`config.mk`:
```
export PLATFORM = sky130hd
export DESIGN_NAME = tug_of_war_ctrl_flat
export DESIGN_NICKNAME = d
export VERILOG_FILES = /design/src/rtl/tug_of_war_ctrl_pkg.sv /design/src/rtl/tug_of_war_ctrl_if.sv /design/src/rtl/tug_of_war_ctrl_key_press.sv /design/src/rtl/tug_of_war_ctrl.sv /design/src/flat_wrapper.sv
export SDC_FILE = /design/constraint.sdc
export NUM_CORES = 1
export LEC_CHECK = 0
export ABC_AREA = 1
export CAP_MARGIN = 20
export CORE_MARGIN = 2
export CORE_UTILIZATION = 45
export DETAILED_ROUTE_END_ITERATION = 8
export PLACE_DENSITY = 0.71
export SETUP_SLACK_MARGIN = 0.2
export SLEW_MARGIN = 5
export SYNTH_ARGS = -nofsm -noshare
export SYNTH_HDL_FRONTEND = slang
export SYNTH_HIERARCHICAL = 1
export SYNTH_SLANG_ARGS = --single-unit
export TNS_END_PERCENT = 5
```
`constraint.sdc`:
```
create_clock -name clk -period 3.01 [get_ports clk]
set_input_delay 0.602 -clock clk [delete_from_list [all_inputs] [get_ports clk]]
set_output_delay 0.602 -clock clk [all_outputs]
set_load 0.01 [all_outputs]
```
`src/rtl/tug_of_war_ctrl_pkg.sv`:
```
// Shared constants for the tug-of-war game controller.
// FSM state codes and winner codes.
package tug_pkg;

  localparam logic [1:0] ST_PLAY = 2'd0;
  localparam logic [1:0] ST_HOLD = 2'd1;
  localparam logic [1:0] ST_OVER = 2'd2;

  localparam logic [1:0] WIN_NONE = 2'b00;
  localparam logic [1:0] WIN_L    = 2'b10;
  localparam logic [1:0] WIN_R    = 2'b01;

endpackage

```
`src/rtl/tug_of_war_ctrl_if.sv`:
```
// Key inputs and display outputs of the tug-of-war controller.
// master drives the keys; slave is the controller.
interface tug_of_war_ctrl_if #(
  parameter int N_LIGHTS = 9,
  parameter int SCORE_W  = 3
);
  logic                L;
  logic                R;
  logic [N_LIGHTS-1:0] lights;
  logic [SCORE_W-1:0]  left_score;
  logic [SCORE_W-1:0]  right_score;
  logic [1:0]          winner;
  logic                game_over;

  modport master (
    output L, R,
    input  lights, left_score, right_score,
    input  winner, game_over
  );

  modport slave (
    input  L, R,
    output lights, left_score, right_score,
    output winner, game_over
  );
endinterface

```
`src/rtl/tug_of_war_ctrl_key_press.sv`:
```
// Level-to-pulse converter for one synchronised player key.
// Emits a one-cycle pulse on each rising level.
module key_press (
  input  logic clk,
  input  logic reset,
  input  logic key_i,
  output logic press_o
);
  logic key_q;

  always_ff @(posedge clk) begin
    if (reset) key_q <= 1'b0;
    else       key_q <= key_i;
  end

  assign press_o = key_i & ~key_q;
endmodule

```
`src/rtl/tug_of_war_ctrl.sv`:
```
// Tug-of-war controller: light position, scoring, hold and match end.
// Outputs depend only on registered state.
module tug_of_war_ctrl
  import tug_pkg::*;
#(
  parameter int N_LIGHTS    = 9,
  parameter int MAX_SCORE   = 7,
  parameter int HOLD_CYCLES = 4
) (
  input  logic clk,
  input  logic reset,
  tug_of_war_ctrl_if.slave bus
);
  localparam int SCORE_W = $clog2(MAX_SCORE+1);
  localparam int PW = $clog2(N_LIGHTS);
  localparam int CW = (HOLD_CYCLES > 1) ? $clog2(HOLD_CYCLES) : 1;
  localparam logic [PW-1:0] CENTRE = PW'(N_LIGHTS/2);
  localparam logic [PW-1:0] LEFT_END = PW'(N_LIGHTS-1);
  localparam logic [CW-1:0] HOLD_LD = CW'(HOLD_CYCLES-1);
  localparam logic [SCORE_W-1:0] LAST = SCORE_W'(MAX_SCORE-1);
  localparam logic [SCORE_W-1:0] ONE = SCORE_W'(1);

  logic press_l, press_r;
  logic [1:0] state_q, state_d;
  logic [PW-1:0] pos_q, pos_d;
  logic [CW-1:0] cnt_q, cnt_d;
  logic [SCORE_W-1:0] lsc_q, lsc_d;
  logic [SCORE_W-1:0] rsc_q, rsc_d;
  logic [1:0] win_q, win_d;
  logic mv_l, mv_r;

  key_press u_kl (
    .clk    (clk),
    .reset  (reset),
    .key_i  (bus.L),
    .press_o(press_l)
  );

  key_press u_kr (
    .clk    (clk),
    .reset  (reset),
    .key_i  (bus.R),
    .press_o(press_r)
  );

  // Simultaneous presses cancel each other.
  assign mv_l = press_l & ~press_r;
  assign mv_r = press_r & ~press_l;

  always_comb begin
    state_d = state_q;
    pos_d   = pos_q;
    cnt_d   = cnt_q;
    lsc_d   = lsc_q;
    rsc_d   = rsc_q;
    win_d   = win_q;
    unique case (1'b1)
      state_q == ST_PLAY: begin
        if (mv_l) begin
          if (pos_q == LEFT_END) begin
            lsc_d   = lsc_q + ONE;
            win_d   = WIN_L;
            cnt_d   = HOLD_LD;
            state_d = (lsc_q == LAST) ? ST_OVER : ST_HOLD;
          end else begin
            pos_d = pos_q + PW'(1);
          end
        end else if (mv_r) begin
          if (pos_q == '0) begin
            rsc_d   = rsc_q + ONE;
            win_d   = WIN_R;
            cnt_d   = HOLD_LD;
            state_d = (rsc_q == LAST) ? ST_OVER : ST_HOLD;
          end else begin
            pos_d = pos_q - PW'(1);
          end
        end
      end
      state_q == ST_HOLD: begin
        if (cnt_q == '0) begin
          pos_d   = CENTRE;
          win_d   = WIN_NONE;
          state_d = ST_PLAY;
        end else begin
          cnt_d = cnt_q - CW'(1);
        end
      end
      default: ;
    endcase
  end

  always_ff @(posedge clk) begin
    if (reset) begin
      state_q <= ST_PLAY;
      pos_q   <= CENTRE;
      cnt_q   <= '0;
      lsc_q   <= '0;
      rsc_q   <= '0;
      win_q   <= WIN_NONE;
    end else begin
      state_q <= state_d;
      pos_q   <= pos_d;
      cnt_q   <= cnt_d;
      lsc_q   <= lsc_d;
      rsc_q   <= rsc_d;
      win_q   <= win_d;
    end
  end

  assign bus.lights = (state_q == ST_PLAY) ?
                      (N_LIGHTS'(1) << pos_q) : '0;
  assign bus.left_score  = lsc_q;
  assign bus.right_score = rsc_q;
  assign bus.winner      = win_q;
  assign bus.game_over   = (state_q == ST_OVER);
endmodule

```
`src/flat_wrapper.sv`:
```
// flat-port wrapper written by rule: the top's interface ports become plain ports
module tug_of_war_ctrl_flat import tug_pkg::*;
#(
  parameter int N_LIGHTS    = 9,
  parameter int MAX_SCORE   = 7,
  parameter int HOLD_CYCLES = 4
)
  (clk, reset, bus_L, bus_R, bus_lights, bus_left_score, bus_right_score, bus_winner, bus_game_over);
  tug_of_war_ctrl_if #(.N_LIGHTS(N_LIGHTS), .SCORE_W(3)) bus_i ();
  input  logic clk;
  input  logic reset;
  input wire logic [$bits(bus_i.L)-1:0] bus_L;
  input wire logic [$bits(bus_i.R)-1:0] bus_R;
  output wire logic [$bits(bus_i.lights)-1:0] bus_lights;
  output wire logic [$bits(bus_i.left_score)-1:0] bus_left_score;
  output wire logic [$bits(bus_i.right_score)-1:0] bus_right_score;
  output wire logic [$bits(bus_i.winner)-1:0] bus_winner;
  output wire logic [$bits(bus_i.game_over)-1:0] bus_game_over;
  assign bus_i.L = bus_L;
  assign bus_i.R = bus_R;
  assign bus_lights = bus_i.lights;
  assign bus_left_score = bus_i.left_score;
  assign bus_right_score = bus_i.right_score;
  assign bus_winner = bus_i.winner;
  assign bus_game_over = bus_i.game_over;
  tug_of_war_ctrl #(.N_LIGHTS(N_LIGHTS), .MAX_SCORE(MAX_SCORE), .HOLD_CYCLES(HOLD_CYCLES)) u_core (.clk(clk), .reset(reset), .bus(bus_i));
endmodule
```
==> results of run 1 <==
## cells in the mapped netlist, types with 2 or more instances
master / n / area share (%)
nand2_2: 2 / 1.1
dfxtp_1: 18 / 31
nand3_1: 13 / 5.6
nand4_1: 5 / 2.7
o21ai_0: 8 / 3.4
inv_1: 26 / 8.4
a21oi_1: 14 / 6.0
inv_2: 3 / 0.97
nor2_4: 3 / 2.9
nand2_1: 34 / 11
ha_1: 10 / 11
nor2_1: 25 / 8.1
## registers in the layout, summed over array words and instances (netlist names)
| register | cells |
|---|---|
| u_core/state_q | 2 |
| u_core/bus.left_score | 3 |
| u_core/cnt_q | 2 |
| u_core/u_kl/key_q | 1 |
| u_core/bus.winner | 2 |
| u_core/pos_q | 4 |
| u_core/bus.right_score | 3 |
| u_core/u_kr/key_q | 1 |
## kinds of logic (layout without fill, tap and decap cells)
kind of cell,Yosys count,in the layout
AOI/OAI and AO/OA,24,24
DFF,18,18
xor gates and xnor gates,1,1
buffers and inverters,32,55
and+or+nand+nor,87,87
adders and majority gates,10,10
## worst min-delay path: stages (launching register included)
cell and delay, ns:
dfxtp_1 0.32, nand2_1 0.06, a21oi_1 0.05
## layer usage
layer	track usage (%)	vias up
met5	0	-
met4	5.00	0
met2	29.0	29
met3	3.55	2
li1	-	595
met1	22.8	496
## power by group
group | internal [mW] | total (mW) | switching (mW)
Clock | 0.0736 | 0.146 | 0.0728
Sequential | 0.282 | 0.336 | 0.0538
Combinational | 0.224 | 0.536 | 0.312
## area by class of cell
class                           instances  area (um2)  area share (%)
Sequential cell                        18         360            25.1
Inverter                               30         115            8.01
Timing Repair Buffer                   21         210            14.6
Clock buffer                            4        36.3            2.53
Tap cell                               30        37.5            2.61
Multi-Input combinational cell        122         677            47.1
## how the worst min path moves through the flow
stage,startpoint,to,slack [ns],depth (start not counted)
2_1_floorplan,u_core/cnt_q[0],u_core/cnt_q[0],0.45,2
3_3_place_gp,u_core/bus.winner[1],u_core/bus.winner[1],0.45,2
3_5_place_dp,u_core/bus.winner[1],u_core/bus.winner[1],0.45,2
4_1_cts,u_core/bus.winner[1],u_core/bus.winner[1],0.47,2
5_1_grt,u_core/bus.winner[0],u_core/bus.winner[0],0.50,2
6_report,u_core/bus.winner[1],u_core/bus.winner[1],0.47,2
## stage by stage
step                area [um2]  setup WS, ns  hold WS (ns)  util (%)  std cells
CTS                       1440         0.647         0.469      58.5        225
finish                    1440         0.671         0.466      58.5        225
detailed placement        1400         0.400         0.452      57.0        221
global route              1440         0.455         0.499      58.5        225
global placement          1400         0.438         0.453      57.0        221
floorplan                 1160          1.01         0.454         -        172
==> impl_metrics.csv, run 1 <==
group,metric,value,unit
outcome,outcome,"completed",
clocking,cts_resized,0,
critical_path,worstPathCellList,"nor2_4, inv_4, nor4_1, clkdlybuf4s50_1",
floorplan,core_area,2450,um2
yosys,synth_nets,186,
cells_and_area,final_common_cell,"nand2_1",
critical_path,ff2ff_path_depth,11,
clocking,clockRootBuffer,"clkbuf_4",
clocking,path_clk_slew,0.10,ns
critical_path,rrSetupSlack,1.20,ns
yosys,synthAdderAreaFrac,10.8,%
yosys,synth.distinct_cells,23,
clocking,post_cts_buffers,0,
critical_path,path_buf_inv,2,
yosys,synth_cells,172,
routing,wl,2390,um
yosys,ys_seq_elements,18,
critical_path,cp.arrival,1.74,ns
floorplan,io_pins,22,
floorplan,die-area,3000,um2
sta,drv_slew,0,
min_path,min_path_type,"register to register",
yosys,synthMuxAreaShare,0,%
sta,skew,0.00106,ns
floorplan,die_h,54.8,um
critical_path,start_kind,"register",
critical_path,cp-end-kind,"primary output",
critical_path,endpoint,"bus_lights[4]",
power_and_ir_drop,power.density,709,nW/um2
critical_path,crit_family,"buffers and inverters",
global_route,grt_pass1_wl,3800,um
sta,rsz0062_at_grt,"false",
routing,wl_met2,1100,um
cells_and_area,num_antenna_cells,0,
clocking,cts.htree.levels,1,
clocking,insertion_delay,0.28,ns
sta,post-route-period-util,77.7,%
global_route,grt_overflow,0,
global_route,antenna_found_initial,0,
clocking,cts_max_path_buffers,2,
clocking,cts_buffers,3,
place,port_buffers,21,
routing,dr.pass1.iters,4,
yosys,synth_warnings,6,
cells_and_area,fin_nets,210,
floorplan,rows,18,
yosys,yosys.area_share.simple,35.5,%
critical_path,cp_num_cells,4,
routing,routedWlPerCell,10.6,um
floorplan,initial_core_util,47.3,%
sta,hold_viol,0,
cells_and_area,layout-drive-gt1-share,8.72,%
job,drv_cap,0,
sta,finalSetupViolations,0,
critical_path,r2r_start,"u_core/u_kr/key_q",
critical_path,critPathLaunch,"u_core/state_q[1]",
yosys,yosys_most_used_dff,"dfxtp_1",
sta,setup-tns-final,0,ns
critical_path,cp_max_fo,7,
sta,fin_crit,2.34,ns
yosys,synth_compound_area_share,11.3,%
power_and_ir_drop,p_leak,0.665,nW
cells_and_area,filler_cell_count,249,
place,hpwlAfterDp,1900,um
yosys,synth_xor_area_share,0.754,%
critical_path,cpPeakStageDelay,0.58,ns
critical_path,critPathSlowestCell,"clkdlybuf4s50_1",
sta,fmax,0.427,GHz
yosys,synth_top_family_by_area,"simple AND/OR/NAND/NOR gates",
global_route,grt_pass1_vias,889,
routing,met3_length,130,um
cells_and_area,synthToLayoutAreaGrowth,23.7,%
routing,vias,1122,
clocking,cts_tree,"built",
power_and_ir_drop,ir_worst_vdd,355,uV
yosys,async_reset_ff_share,0,%
routing,final_antenna_net_count,0,
floorplan,die_width,54.8,um
critical_path,cp.required,2.41,ns
yosys,synth-edff-count,0,
sta,tightest_slew,0.379,ns
critical_path,critical_path_class,"register to primary output",
power_and_ir_drop,fin_total_pwr,1.02,mW
yosys,ys_seq_area_share,31.0,%
place,gp_congestion,0.901,
routing,drtIter0Drc,25,
routing,highest_layer,"met4",
routing,met1_length,1140,um
global_route,grt_max_degree,11,
global_route,grt_use_total,17.5,%
routing,drc,0,
clocking,cts_hold_buf,0,
clocking,cts.sinks,18,
critical_path,reg2reg_to,"u_core/pos_q[2]",
routing,vias_per_cell,4.99,
yosys,syn_area,1160,um2
yosys,syn_avg_cell_area,6.75,um2
cells_and_area,final_cell_mix,"34 x nand2_1, 26 x inv_1, 25 x nor2_1",
sta,relSlewSlack,74.7,%
(Power assumes the default switching activity.)
==> run 2, diff against run 1 <==
- PLACE_DENSITY: 0.71 -> 0.73
- clock period: 3.01 -> 2.08 ns (I/O delays scaled with it)
==> run 2 against run 1 <==
Setup slack worse by 0.41 ns; critical path depth up 11; sequential share of layout area shrank 2.3 points; final cell count up 4.9%; global-route usage grew 3.3 points; die area is the same; non-clock buffer count up 11; hold slack got worse by 0.095 ns; register-to-register slack got worse by 0.68 ns; total power grew 58%; largest cell class unchanged; largest power group unchanged; highest routed layer unchanged.
==> impl_metrics.csv, run 2 (synthesized netlist as in run 1, its figures left out) <==
group,metric,value,unit
sta,skew,0.00324,ns
critical_path,cp_max_fo,3,
critical_path,cp-end-kind,"register",
cells_and_area,synthToLayoutAreaGrowth,39.0,%
cells_and_area,final_cells,236,
sta,finalSetupViolations,0,
sta,drv_slew,0,
power_and_ir_drop,seqPwrFrac,31.9,%
global_route,grt_use_total,20.8,%
floorplan,die-area,3000,um2
sta,post-route-period-util,87.3,%
power_and_ir_drop,fin_total_pwr,1.61,mW
power_and_ir_drop,netSwitchingFraction,44.3,%
clocking,insertion_delay,0.30,ns
clocking,cts.htree.levels,1,
outcome,outcome,"completed",
floorplan,die_width,54.8,um
cells_and_area,final_area,1610,um2
routing,dr.pass1.iters,4,
sta,fmax,0.551,GHz
cells_and_area,num_antenna_cells,0,
global_route,grt_pass1_vias,1135,
sta,relSlewSlack,82.3,%
cells_and_area,largest-register,"u_core/pos_q",
place,dp.cells,231,
routing,drtIter0Drc,26,
floorplan,die_h,54.8,um
clocking,cts_tree,"built",
job,drv_cap,0,
routing,vias,1205,
routing,drc,0,
power_and_ir_drop,power.density,996,nW/um2
clocking,cts_max_path_buffers,2,
floorplan,io_pins,22,
routing,vias_per_cell,5.11,
global_route,grt_pass1_wl,4510,um
critical_path,critical_path_class,"input port to register",
power_and_ir_drop,internal_power,0.895,mW
power_and_ir_drop,p_leak,0.773,nW
place,place_area,1480,um2
clocking,cts.sinks,18,
cells_and_area,final_cell_mix,"31 x nand2_1, 23 x nor2_1, 19 x inv_1",
clocking,cts_hold_buf,0,
sta,timing.final.ws_setup,0.265,ns
clocking,path_clk_slew,0.11,ns
routing,routedWlPerCell,11.5,um
floorplan,rows,18,
sta,tightest_slew,0.265,ns
routing,final_antenna_net_count,0,
sta,fin_crit,1.82,ns
min_path,min_path_type,"input port to register",
cells_and_area,layout-drive-gt1-share,27.7,%
power_and_ir_drop,power_frac_clock,14.0,%
floorplan,initial_core_util,47.3,%
sta,rsz0062_at_grt,"true",
global_route,grt_overflow,0,
clocking,cts_buffers,3,
power_and_ir_drop,p_switching,0.713,mW
cells_and_area,largest_reg_flops,4,
cells_and_area,final_common_cell,"nand2_1",
routing,wl,2720,um
sta,hold_viol,0,
critical_path,start_kind,"input port",
power_and_ir_drop,combPwrFrac,54.1,%
cells_and_area,filler_cell_count,219,
global_route,grt_max_degree,11,
critical_path,cp.required,2.29,ns
place,port_buffers,21,
cells_and_area,fin_nets,221,
place,place_ws,-0.198,ns
clocking,clockRootBuffer,"clkbuf_4",
global_route,antenna_found_initial,0,
place,gp_congestion,0.821,
power_and_ir_drop,ir_worst_vdd,553,uV
floorplan,core_area,2450,um2
critical_path,cp.arrival,2.03,ns
place,hpwlAfterDp,2100,um
==> run 2: changes by cell type in the layout (fill, tap and decap cells not counted), sizes merged <==
cell / delta
buf: +11
clkdlybuf4s50: -10
dlymetal6s2s: +1
dlygate4sd2: +8
clkbuf: +1
==> run 2: power groups by stage <==
| stage | combinational, mW | sequential [mW] | clock, mW |
|---|---|---|---|
| finish | 0.869 | 0.514 | 0.225 |
| global placement | 0.797 | 0.498 | 0 |
| floorplan | 0.569 | 0.469 | 0 |
| detailed placement | 0.817 | 0.498 | 0 |
| global route | 0.984 | 0.521 | 0.244 |
| CTS | 0.805 | 0.497 | 0.227 |
==> run 2: per-stage QoR <==
step	hold slack (ns)	TNS, ns	utilization (%)
after floorplan	0.454	0	-
after global placement	0.453	-1.20	60.1
after detailed placement	0.458	-1.65	60.1
after CTS	0.471	0	62.0
after global routing	0.382	0	65.7
final	0.371	0	65.7
==> run 2: metal layers <==
metal  part of all wire, %  wire (um)  global-route usage (%)
met5                     0          0                       0
met4                   1.4         37                    7.92
met3                   4.3        117                    3.28
met2                    48       1310                    36.9
met1                    46       1250                    24.9
==> run 2: layout make-up <==
class / count / area (um2) / share of cell area [%]
tap: 30 / 37.5 / 2.33
sequential: 18 / 368 / 22.8
timing repair buffer: 32 / 288 / 17.8
clock buffer: 4 / 36.3 / 2.25
inverter: 30 / 118 / 7.29
multi-input combinational: 122 / 767 / 47.5
==> run 2: repair_timing <==
action	4_1_cts	5_1_grt
endpoints found under the setup margin	18	14
pin swaps	2	12
resized for setup	20	28
hold endpoints to repair	0	0
setup buffers	1	0
==> run 2: worst max-delay path, cell delays in order <==
cell             delay [ns]
clkdlybuf4s50_1        0.47
inv_2                  0.05
nor2_4                 0.13
ha_4                   0.16
inv_2                  0.06
ha_4                   0.27
nand2_1                0.05
inv_1                  0.06
nand3_2                0.08
nand2_2                0.06
nand2_1                0.04
nand3_1                0.06
nand2_1                0.05
inv_1                  0.04
nor2_1                 0.03
==> run 2: final timing paths <==
path	from	endpoint	slack (ns)	depth (start not counted)
hold reg to reg	u_core/bus.winner[1]	u_core/bus.winner[1]	0.47	2
setup reg to reg	u_core/u_kr/key_q	u_core/pos_q[2]	0.52	12
hold / removal	bus_R	u_core/u_kr/key_q	0.37	3
setup / recovery	bus_L	u_core/pos_q[3]	0.26	15
==> RTL change 1: new RTL, flow settings as in run 2 <==
`HOLD_CYCLES` is set to 4 in 2 places; all go to 8.
--- a/src/rtl/tug_of_war_ctrl.sv
+++ b/src/rtl/tug_of_war_ctrl.sv
@@ -6,5 +6,5 @@
   parameter int N_LIGHTS    = 9,
   parameter int MAX_SCORE   = 7,
-  parameter int HOLD_CYCLES = 4
+  parameter int HOLD_CYCLES = 8
 ) (
   input  logic clk,
--- a/src/flat_wrapper.sv
+++ b/src/flat_wrapper.sv
@@ -4,5 +4,5 @@
   parameter int N_LIGHTS    = 9,
   parameter int MAX_SCORE   = 7,
-  parameter int HOLD_CYCLES = 4
+  parameter int HOLD_CYCLES = 8
 )
   (clk, reset, bus_L, bus_R, bus_lights, bus_left_score, bus_right_score, bus_winner, bus_game_over);
Behaviour: no difference found for any inputs over 10 cycles, from zero or initial values and one cycle with reset high; that may be too few to reach the edited logic, so the function may still have changed.
==> RTL change 1 against run 2 <==
- synthesized area grew 1.9%
- worst setup slack lost 0.086 ns
- power grew 6.2%
- register-to-register slack lost 0.11 ns
- maximum frequency shrank 4.5%
- core utilization grew 0.72 points
- final cell count grew 0.85%
- sequential cell count grew 1
- cell area grew 2.0%
- wire length grew 1.4%
- first-iteration DRC count shrank 27%
- largest cell class unchanged
==> RTL change 1: results (changes against run 2) <==
power_and_ir_drop:
  ir_drop_uv: 617  # +12%
  leakagePower_nw: 0.798  # +3.3%
logic_synthesis:
  synthTopCellsByCount: "nand2_1 (36), inv_1 (29), dfxtp_1 (19), nor2_1 (19), a21oi_1 (18)"
  yosysSeqAreaShare_pct: 32.1  # +1.1 points
  synth_area_leaders: "dfxtp_1 (32%), ha_1 (12%), nand2_1 (11%)"
  ys_types: 22  # -4.3%
  yosys_warnings: 6  # unchanged
  syn-num-nets: 185  # -0.54%
routing:
  via_per_inst: 4.92  # -3.7%
  drt_iter0_markers: 19  # -27%
  routed_wl_um: 2760  # +1.4%
sta:
  tightest_slew_ns: 0.283  # +0.0180 ns
  fin_worst_hold_slack_ns: 0.476  # +0.106 ns
  post-route-period-util_pct: 91.4  # +4.1 points
  skew_ns: 0.000990  # -0.00225 ns
final_layout:
  fill_cells: 216  # -1.4%
  top_register: "u_core/pos_q"
  nNetsFinal: 224  # +1.4%
  drive_gt1_share_pct: 25.0  # -2.7 points
global_routing:
  use_met3_pct: 3.75  # +0.47 points
  gr-usage-met1_pct: 23.0  # -1.8 points
  met2_usage_pct: 33.2  # -3.7 points
  grt_pass1_wl_um: 4850  # +7.5%
  grt_usage_pct: 19.2  # -1.6 points
  grt_max_degree: 12  # +1
  grt_pass1_vias: 1191  # +4.9%
place:
  dpl_cell_area_um2: 1510  # +2.6%
  dp_hpwl_um: 2090  # -0.40%
  dpl.cell_count: 232  # +0.43%
  gp_congestion: 0.816  # -0.61%
  place_worst_setup_slack_ns: -0.269  # -0.0716 ns
hold_path:
  min_path_type: "flip-flop to flip-flop"
clocking:
  post-cts-setup-buffer-count: 2  # +1
  numCtsBuffers: 3  # unchanged
  cts_resized: 36  # +80%
  clk-insertion-delay-late_ns: 0.30  # about the same
status:
  status: "finished, final reports clean"
worst_setup_path:
  reg2reg_slack_ns: 0.41  # -0.11 ns
  cp.arrival_ns: 2.14  # +0.11 ns
==> RTL change 1: final timing paths <==
| kind | startpoint | end | cells past startpoint |
|---|---|---|---|
| max | bus_R | u_core/pos_q[3]$_SDFFE_PP0P_ | 16 |
| min | u_core/bus.winner[0]$_SDFFE_PP0P_ | u_core/bus.winner[0]$_SDFFE_PP0P_ | 2 |
| max reg2reg | u_core/u_kl/key_q$_SDFF_PP0_ | u_core/pos_q[1]$_SDFFE_PP0P_ | 11 |
| min reg2reg | u_core/bus.winner[0]$_SDFFE_PP0P_ | u_core/bus.winner[0]$_SDFFE_PP0P_ | 2 |
==> RTL change 1: cell type report <==
type,count,area share (%)
Timing Repair Buffer,36,19.3
Clock buffer,3,1.37
Inverter,30,7.07
Sequential cell,19,23.5
Tap cell,30,2.28
Multi-Input combinational cell,119,46.2
Clock inverter,1,0.304
==> RTL change 1: cells by family after synthesis <==
family / count (synthesis) / synth area share (%)
and+or+nand+nor: 77 / 30.7
buffers and inverters: 32 / 10.9
AOI/OAI and AO/OA: 29 / 13.2
DFF: 19 / 32.1
adders and majority gates: 11 / 11.6
xor gates and xnor gates: 2 / 1.48
==> RTL change 1: metal layers <==
metal	wire length, µm	up-vias
met5	0	-
met4	65	0
met3	65	8
met2	1380	19
met1	1250	528
li1	-	615
==> RTL change 1: stage by stage <==
step	total power [mW]	util, %	TNS, ns
2_1_floorplan	1.14	-	0
3_3_place_gp	1.42	61.1	-1.57
3_5_place_dp	1.45	61.1	-2.38
4_1_cts	1.71	65.8	0
5_1_grt	1.86	66.5	-0.00352
6_report	1.71	66.5	0
==> RTL change 1: where the power goes <==
group          internal (mW)  leakage [nW]  total (mW)  switching, mW
logic                  0.422         0.624       0.963          0.541
clock network         0.0717        0.0177       0.189          0.117
registers              0.449         0.156       0.555          0.107
==> RTL change 2: new RTL, settings of run 2 <==
Made on the original files. Make the reset (`reset`) asynchronous in 2 clocked blocks.
--- a/src/rtl/tug_of_war_ctrl_key_press.sv
+++ b/src/rtl/tug_of_war_ctrl_key_press.sv
@@ -9,5 +9,5 @@
   logic key_q;
 
-  always_ff @(posedge clk) begin
+  always_ff @(posedge clk or posedge reset) begin
     if (reset) key_q <= 1'b0;
     else       key_q <= key_i;
--- a/src/rtl/tug_of_war_ctrl.sv
+++ b/src/rtl/tug_of_war_ctrl.sv
@@ -90,5 +90,5 @@
   end
 
-  always_ff @(posedge clk) begin
+  always_ff @(posedge clk or posedge reset) begin
     if (reset) begin
       state_q <= ST_PLAY;
Formal check against the unedited RTL: differs if reset is asserted again (counterexample within 4 cycles, from zero or initial values and one cycle with reset high); with reset held inactive, the same outputs for 10 cycles.
==> RTL change 2 against run 2 <==
- synthesized area grew 3.7%
- worst setup slack got worse by 0.060 ns
- register-to-register slack got worse by 0.28 ns
- cell area grew 2.2%
- critical path type is now flip-flop to output port
- wire length down 3.8%
- sequential cell count unchanged
- die area grew 3.4%
Power is not compared: it rests on default switching activity, and its combinational part moved more than twofold at a synthesized area within 25%.
==> RTL change 2: results (changes against run 2) <==
worst_setup_path:
  r2r_end: "u_core/pos_q[2]$_DFFE_PP1P_"
  cpMaxStageDelayCell: "dfstp_2"
  reg2reg_slack_ns: 0.24  # -0.28 ns
  critPathRequiredTime_ns: 1.66  # -0.63 ns
  critPathMaxStageDelay_ns: 0.65  # +0.18 ns
  reg2regPathDepth: 11  # -1
  critPathMaxFanout: 5  # +2
  cp.arrival_ns: 1.46  # -0.57 ns
  worstReg2RegStart: "u_core/u_kr/key_q$_DFF_PP0_"
logic_synthesis:
  yosysSeqAreaShare_pct: 37.5  # +6.5 points
  ys_types: 24  # +4.3%
  synth_area_leaders: "dfrtp_1 (35%), nand2_1 (13%), ha_1 (10%)"
  syn-num-nets: 167  # -10%
  synth.largest_area_cell: "dfrtp_1"
  synthTopCellsByCount: "nand2_1 (41), inv_1 (26), dfrtp_1 (17), nor2_1 (13)"
  async_flop_share_pct: 100  # +100 points
  synth-main-ff-cell: "dfrtp_1"
global_routing:
  grt_pass1_vias: 1076  # -5.2%
  grt_usage_pct: 18.2  # -2.7 points
  grt_antenna_before_repair: 0  # unchanged
  grt_max_degree: 17  # +6
  grt_pass1_wl_um: 4560  # +1.1%
routing:
  wire_per_inst_um: 11.8  # +2.2%
  drt_iter0_markers: 26  # unchanged
  via_per_inst: 4.77  # -6.7%
clocking:
  cts_buffer_depth: 2  # unchanged
  numCtsBuffers: 3  # unchanged
  clk-insertion-delay-late_ns: 0.30  # about the same
  cts-root-buf: "clkbuf_4"
sta:
  relSlewSlack_pct: 57.1  # -25 points
  skew_ns: 0.00676  # +0.00352 ns
place:
  gp_congestion: 0.900  # +9.5%
  dp_hpwl_um: 1890  # -10%
  place_worst_setup_slack_ns: -0.299  # -0.102 ns
job:
  drv_cap: 0  # unchanged
hold_path:
  whs_path_depth: 1  # -2
  whs_endpoint: "u_core/u_kr/key_q$_DFF_PP0_"
power_and_ir_drop:
  ir_drop_uv: 349
  p_int_uw: 506
status:
  status: "finished, final reports clean"
final_layout:
  drive_gt1_share_pct: 26.6  # -1.1 points
  nNetsFinal: 207  # -6.3%
RTL change 2: cell types whose count changed after synthesis, sizes merged, moves of 2 or more:
| cell | change |
|---|---|
| a21oi | -14 |
| dfrtp | +17 |
| dfxtp | -18 |
| nand2 | +8 |
| nand3 | -3 |
| nand4 | -3 |
| nor2 | -8 |
| o21ai | -2 |
| xnor2 | +3 |
| xor2 | +2 |
RTL change 2: cells by family (layout without fill, tap and decap cells):
family                     after synthesis  count (layout)  synth area share [%]
and+or+nand+nor                         81              81                  33.8
buffers and inverters                   29              68                  9.04
DFF                                     18              18                  37.5
adders and majority gates               10              10                  10.4
AOI/OAI and AO/OA                        9               9                  4.89
xor gates and xnor gates                 6               6                  4.37
RTL change 2: worst max-delay path by stage:
stage / to / from
2_1_floorplan: u_core/pos_q[3]$_DFFE_PP0P_ / bus_L
3_5_place_dp: u_core/pos_q[2]$_DFFE_PP1P_ / bus_R
4_1_cts: u_core/pos_q[2]$_DFFE_PP1P_ / bus_R
6_report: bus_lights[6] / u_core/pos_q[2]$_DFFE_PP1P_
5_1_grt: bus_lights[8] / u_core/pos_q[3]$_DFFE_PP0P_
3_3_place_gp: u_core/pos_q[2]$_DFFE_PP1P_ / bus_R
RTL change 2: per-layer routing:
| metal | global-route usage, % | routed length, µm | vias to the layer above |
|---|---|---|---|
| met3 | 3.02 | 82 | 4 |
| met2 | 31.3 | 1320 | 19 |
| met5 | 0 | 0 | - |
| met1 | 22.7 | 1190 | 492 |
| li1 | - | - | 543 |
| met4 | 6.62 | 23 | 0 |
RTL change 2: stage by stage:
step / std cells / area, µm² / hold WS, ns
floorplan: 153 / 1200 / 0.145
global placement: 215 / 1530 / 0.470
finish: 222 / 1650 / 0.248
global route: 222 / 1650 / 0.246
detailed placement: 215 / 1530 / 0.468
CTS: 221 / 1600 / 0.280
RTL change 2: what timing repair did:
item | CTS | global route
endpoints found under the setup margin | 14 | 19
setup buffers | 2 | 1
cloned | 0 | 0
gates resized for setup | 19 | 14
pin swaps | 2 | 9
RTL change 2: layout make-up:
class | count | area [µm²]
well taps | 30 | 37.5
repair buffers | 35 | 314
flip-flops and latches | 18 | 454
inverters | 29 | 109
clock buffers | 4 | 36.3
multi-input cells | 106 | 699
fillers | 198 | 850
RTL change 2: worst max-delay path: cells and delay by family, from the launching register on:
kind                   cells  cell delay [ns]
DFF                        1             0.65
buffers and inverters      1             0.28
and+or+nand+nor            2             0.24
RTL change 2: power groups by stage:
stage	registers (mW)	logic [mW]	clock network [mW]
finish	0.366	0.0907	0.221
global route	0.367	0.101	0.242
CTS	0.364	0.0818	0.230
detailed placement	0.369	0.0797	0
global placement	0.368	0.0775	0
floorplan	0.367	0.0488	0
